`config.mk`:
```
export PLATFORM = sky130hd
export DESIGN_NAME = hist_threshold_scan_ctrl
export DESIGN_NICKNAME = d
export VERILOG_FILES = /design/src/rtl/hist_threshold_scan_ctrl.sv
export SDC_FILE = /design/constraint.sdc
export NUM_CORES = 1
export LEC_CHECK = 0
export ABC_AREA = 1
export BUFFER_PORTS_ARGS = -buffer_cell sky130_fd_sc_hd__clkbuf_2
export CAP_MARGIN = 0
export CORE_MARGIN = 5
export CORE_UTILIZATION = 43
export CTS_BUF_LIST = sky130_fd_sc_hd__clkbuf_2
export DETAILED_ROUTE_END_ITERATION = 6
export PLACE_DENSITY = 0.56
export SYNTH_ARGS = -nofsm -noshare
export SYNTH_HDL_FRONTEND = slang
export SYNTH_SLANG_ARGS = --single-unit
```
`constraint.sdc`:
```
create_clock -name i_clk -period 2.5 [get_ports i_clk]
set_input_delay 0 -clock i_clk [delete_from_list [all_inputs] [get_ports i_clk]]
set_output_delay 0 -clock i_clk [all_outputs]
set_load 0.01 [all_outputs]
```
`src/rtl/hist_threshold_scan_ctrl.sv`:
```
// Downward threshold search over a signed histogram held in external RAM.
// The histogram is fetched one chunk at a time, starting at the top chunk.
// The search stops at the first chunk holding a positive bin, and the highest
// positive slot in that chunk gives the threshold.
module hist_threshold_scan_ctrl #(
  parameter int         NUM_BINS        = 256,
  parameter int         CHUNK           = 8,
  parameter int         BIN_W           = 17,
  parameter logic [7:0] NOTFOUND_THRESH = 8'd0
) (
  input  logic             i_clk,
  input  logic             i_rst_n,
  input  logic             i_start,
  input  logic             i_abort,
  output logic             o_busy,
  output logic             o_done,
  output logic             o_found,
  output logic [7:0]       o_threshold,
  output logic             o_rd_en,
  output logic [7:0]       o_rd_addr,
  input  logic [BIN_W-1:0] i_rd_data
);

  localparam int            KW         = (CHUNK > 1) ? $clog2(CHUNK) : 1;
  localparam logic [7:0]    BASE_TOP   = 8'(NUM_BINS - CHUNK);
  localparam logic [7:0]    CHUNK_STEP = 8'(CHUNK);
  localparam logic [KW-1:0] K_LAST     = KW'(CHUNK - 1);

  typedef enum logic [2:0] {
    ST_IDLE,
    ST_READ,
    ST_WAIT,
    ST_EVAL,
    ST_DONE
  } state_t;

  state_t           state_q, state_d;
  logic [7:0]       base_q, base_d;
  logic [KW-1:0]    k_q, k_d;
  logic             found_q, found_d;
  logic [7:0]       thresh_q, thresh_d;
  logic [BIN_W-1:0] chunk_q [CHUNK];

  logic             capEn;
  logic [KW-1:0]    capSlot;
  logic             hit;
  logic [KW-1:0]    hitIdx;

  // Priority scan of the registered chunk; the last match is the highest slot
  always_comb begin
    hit    = 1'b0;
    hitIdx = '0;
    for (int i = 0; i < CHUNK; i++) begin
      if (!chunk_q[i][BIN_W-1] && (|chunk_q[i])) begin
        hit    = 1'b1;
        hitIdx = KW'(i);
      end
    end
  end

  // RAM data arrives one cycle after its strobe, so it lands in slot k-1
  always_comb begin
    capEn   = 1'b0;
    capSlot = '0;
    if (state_q == ST_READ && k_q != '0) begin
      capEn   = 1'b1;
      capSlot = k_q - 1'b1;
    end else if (state_q == ST_WAIT) begin
      capEn   = 1'b1;
      capSlot = K_LAST;
    end
  end

  // Chunk holding register filled from the RAM return path
  always_ff @(posedge i_clk or negedge i_rst_n) begin
    if (!i_rst_n) begin
      for (int i = 0; i < CHUNK; i++) chunk_q[i] <= '0;
    end else if (capEn) begin
      chunk_q[capSlot] <= i_rd_data;
    end
  end

  // Next-state and result logic; abort takes priority over start and scanning
  always_comb begin
    state_d  = state_q;
    base_d   = base_q;
    k_d      = k_q;
    found_d  = found_q;
    thresh_d = thresh_q;
    case (state_q)
      ST_IDLE: begin
        if (i_start && !i_abort) begin
          base_d   = BASE_TOP;
          k_d      = '0;
          found_d  = 1'b0;
          thresh_d = 8'd0;
          state_d  = ST_READ;
        end
      end
      ST_READ: begin
        if (i_abort) begin
          state_d = ST_IDLE;
        end else if (k_q == K_LAST) begin
          state_d = ST_WAIT;
        end else begin
          k_d = k_q + 1'b1;
        end
      end
      ST_WAIT: begin
        state_d = i_abort ? ST_IDLE : ST_EVAL;
      end
      ST_EVAL: begin
        if (i_abort) begin
          state_d = ST_IDLE;
        end else if (hit) begin
          thresh_d = base_q + 8'(hitIdx);
          found_d  = 1'b1;
          state_d  = ST_DONE;
        end else if (base_q == 8'd0) begin
          thresh_d = NOTFOUND_THRESH;
          found_d  = 1'b0;
          state_d  = ST_DONE;
        end else begin
          base_d  = base_q - CHUNK_STEP;
          k_d     = '0;
          state_d = ST_READ;
        end
      end
      ST_DONE: begin
        state_d = ST_IDLE;
      end
      default: begin
        state_d = ST_IDLE;
      end
    endcase
  end

  // State, chunk base, slot counter and held result registers
  always_ff @(posedge i_clk or negedge i_rst_n) begin
    if (!i_rst_n) begin
      state_q  <= ST_IDLE;
      base_q   <= BASE_TOP;
      k_q      <= '0;
      found_q  <= 1'b0;
      thresh_q <= 8'd0;
    end else begin
      state_q  <= state_d;
      base_q   <= base_d;
      k_q      <= k_d;
      found_q  <= found_d;
      thresh_q <= thresh_d;
    end
  end

  // Outputs decoded from state so reset clears them without a clock edge
  always_comb begin
    o_busy      = (state_q == ST_READ) || (state_q == ST_WAIT) || (state_q == ST_EVAL);
    o_done      = (state_q == ST_DONE);
    o_rd_en     = (state_q == ST_READ);
    o_rd_addr   = (state_q == ST_READ) ? (base_q + 8'(k_q)) : 8'd0;
    o_found     = found_q;
    o_threshold = thresh_q;
  end

endmodule

```
==> results.cfg <==
[place]
dpl.hpwl_microns = 10700
port-buffer-count = 40
postPlaceCellArea_sq_um = 7150
gp_congestion = 0.804

[detailed_routing]
first_pass_iters = 5
drc = 0
vias = 5194
wl_per_cell_microns = 14.0
drtIter0Drc = 446
ant_nets = 0
vias_per_cell = 4.83
drt_wl_total_microns = 15100

[sta]
rsz0062_at_grt = no
period_share_pct = 91.5
slew_headroom_pct = 56.6
hold_viol = 0
fin_skew_ns = 0.0178
fin_setup_tns_ns = 0
finalSetupViolations = 0
whs_ns = 0.175
period_needed_ns = 2.29
worst_slew_pin_slew_ns = 0.649
timing.fmax_mhz = 437
slew_violations = 0

[global_routing]
grt_max_degree = 78
grt_antenna_before_repair = 0
busiest_layer = met2
met3_usage_pct = 4.02
met1_usage_pct = 25.2
gr-usage-met2_pct = 27.6
grt_pass1_vias = 4941
grtUsageTotal_pct = 17.7
grt-ovfl-total = 0
grt_pass1_wl_microns = 25000

[power]
ir_drop_mv = 0.584
sw_frac_of_total_pct = 39.2
seqPwrFrac_pct = 48.3
power.static_leakage_nw = 3.71
power_density_nw_per_um2 = 1160
combPwrFrac_pct = 34.9
clockPowerShare_pct = 16.9
p_int_mw = 5.44
power_switching_mw = 3.50

[die]
design.die.area_sq_um = 18200
initial_core_util_pct = 43.8
rows = 45
coreArea_sq_um = 15300
die_w_microns = 135
die_height_microns = 135
io_pins = 41

[setup_path]
r2r_setup_slack_ns = 0.21
start_kind = register
worstPathCellList = inv_1, ha_1, xnor2_1, inv_1, nor2_1, nor2_1, nand2_2, nand2_1, o21ai_0
worstPathArrival_ns = 2.94
critPathKind = register to register
cp-end-kind = register
critPathRequiredTime_ns = 3.15
max_stage_delay_ns = 0.48
crit_fanout = 34
cpMaxStageDelayCell = dfrtp_1

[logic_synthesis]
ys_top_cells_by_area = dfrtp_1 56%, nand2_1 11%, o21ai_0 8.6%
syn_inst = 777
ys_warn_count = 0
syn_avg_cell_area_sq_um = 8.61
synth-edff-count = 0
ys_seq_elements = 156
syn-num-nets = 804
synthFlopType = dfrtp_1
yosysTopAreaCellShare_pct = 56.5
syn_area_sq_um = 6690
async_flop_share_pct = 100
ys_seq_area_share_pct = 58.4
synth_top_area_cell = dfrtp_1
synthDistinctLibCells = 33

[worst_hold_path]
hold_path_class = input pin to register

[layout]
drive_gt1_share_pct = 12.8
design_area_sq_um = 7700
finalNetCount = 878
n_antenna_cell = 0
regArea_sq_um = 3910
syn_to_final_growth_pct = 15.2
n_fill_cell = 1454
multiInputGateArea_sq_um = 2410

[clock_network]
postCtsSetupRepairBufs = 0
clkTransAtPathRegs_ns = 0.24
clk_path_buf_depth = 2
tritoncts = yes
h-tree-depth = 4
clock_latency_ns = 0.71
cts_root_buf = clkbuf_2
clock_sinks = 156
cts_buffers = 17

[run]
cap_viol_max_count = 0

[outcome]
run_status = finished clean
==> metrics by stage <==
| step | power, mW | util, % | setup WS, ns | instances |
|---|---|---|---|---|
| 6_report | 8.94 | 50.5 | 0.212 | 1075 |
| 5_1_grt | 9.77 | 50.5 | 0.00886 | 1075 |
| 4_1_cts | 9.05 | 50.5 | 0.202 | 1075 |
| 3_5_place_dp | 7.49 | 46.8 | 0.277 | 1016 |
| 3_3_place_gp | 7.31 | 46.8 | 0.409 | 1016 |
| 2_1_floorplan | 6.58 | - | 0.580 | 777 |
==> cell type report <==
type / instances / area share [%]
repair buffers: 80 / 8.01
clock inverters: 15 / 2.40
multi-input cells: 533 / 31.2
inverters: 63 / 3.07
well taps: 211 / 3.43
flip-flops and latches: 156 / 50.7
clock buffers: 17 / 1.10
==> cells in the mapped netlist (2+ instances only) <==
library cell and count:
a21oi_1 24, a21oi_2 8, buf_2 12, buf_6 3
clkbuf_1 6, clkbuf_2 4, dfrtp_1 151, dfstp_2 5
ha_1 6, inv_1 60, inv_2 2, nand2_1 202
nand2_2 3, nand2_4 2, nand3_1 10, nand4_1 2
nor2_1 133, nor3_1 3, o21ai_0 115, o21ai_1 11
xor2_1 3
==> state kept, by name (all words and copies together) (netlist names) <==
name	cells
k_q	3
base_q	5
o_found	1
state_q	3
chunk_q	136
o_threshold	8
==> placed cells by master, fill, tap and decap left out, types with 5 or more instances in the layout <==
cell,Yosys,routed
a21oi_1,24,24
clkbuf_2,4,56
buf_4,0,11
dfstp_2,5,5
nand2_1,202,202
ha_1,6,6
inv_1,60,60
dlygate4sd3_1,0,26
a21oi_2,8,8
nor2_1,133,133
nand3_1,10,10
dfrtp_1,151,151
o21ai_1,11,11
o21ai_0,115,115
==> final timing paths <==
check	from	to	cells past startpoint
setup / recovery	k_q[0]	chunk_q[10]	9
hold / removal	i_abort	state_q[2]	5
setup reg to reg	k_q[0]	chunk_q[10]	9
hold reg to reg	o_threshold[5]	o_threshold[5]	2
max in group asynchronous	i_rst_n	base_q[3]	4
min in group asynchronous	i_rst_n	chunk_q[56]	4
==> cell families (layout without fill, tap and decap cells) <==
group           count (synthesis)  count (layout)  synth area share (%)
buf+inv                        88             175                  5.57
xor+xnor                        4               4                 0.524
other cells                     1               1                0.0561
simple gates                  360             360                  21.5
compound gates                162             162                  12.8
flops                         156             156                  58.4
fa+ha+maj                       6               6                  1.12
==> worst max-delay path, delay by kind of cell, from the launching register on <==
| kind | cells | cell delay [ns] |
|---|---|---|
| buffers and inverters | 2 | 0.32 |
| AO/OA/AOI/OAI | 1 | 0.10 |
| XOR/XNOR | 1 | 0.29 |
| AND/OR/NAND/NOR | 4 | 0.81 |
| adder cells (fa/ha/maj) | 1 | 0.23 |
| flip-flops | 1 | 0.48 |
==> power by group through the flow <==
stage	clock, mW	sequential [mW]	combinational, mW
final	1.51	4.31	3.12
after CTS	1.57	4.32	3.16
after global routing	1.67	4.47	3.64
after detailed placement	0	4.37	3.11
after floorplan	0	4.25	2.34
after global placement	0	4.33	2.99
==> timing repair <==
item / 4_1_cts / 5_1_grt
gates resized for setup: 0 / 0
endpoints found under the hold margin: 308 / 0
hold buffers: 27 / 0
==> routing by layer <==
layer  wire length (microns)  up-vias
met5                       0        -
met2                    7020       94
met3                     593       15
li1                        -     2609
met4                     168        0
met1                    7310     2476
(Power assumes the default switching activity.)
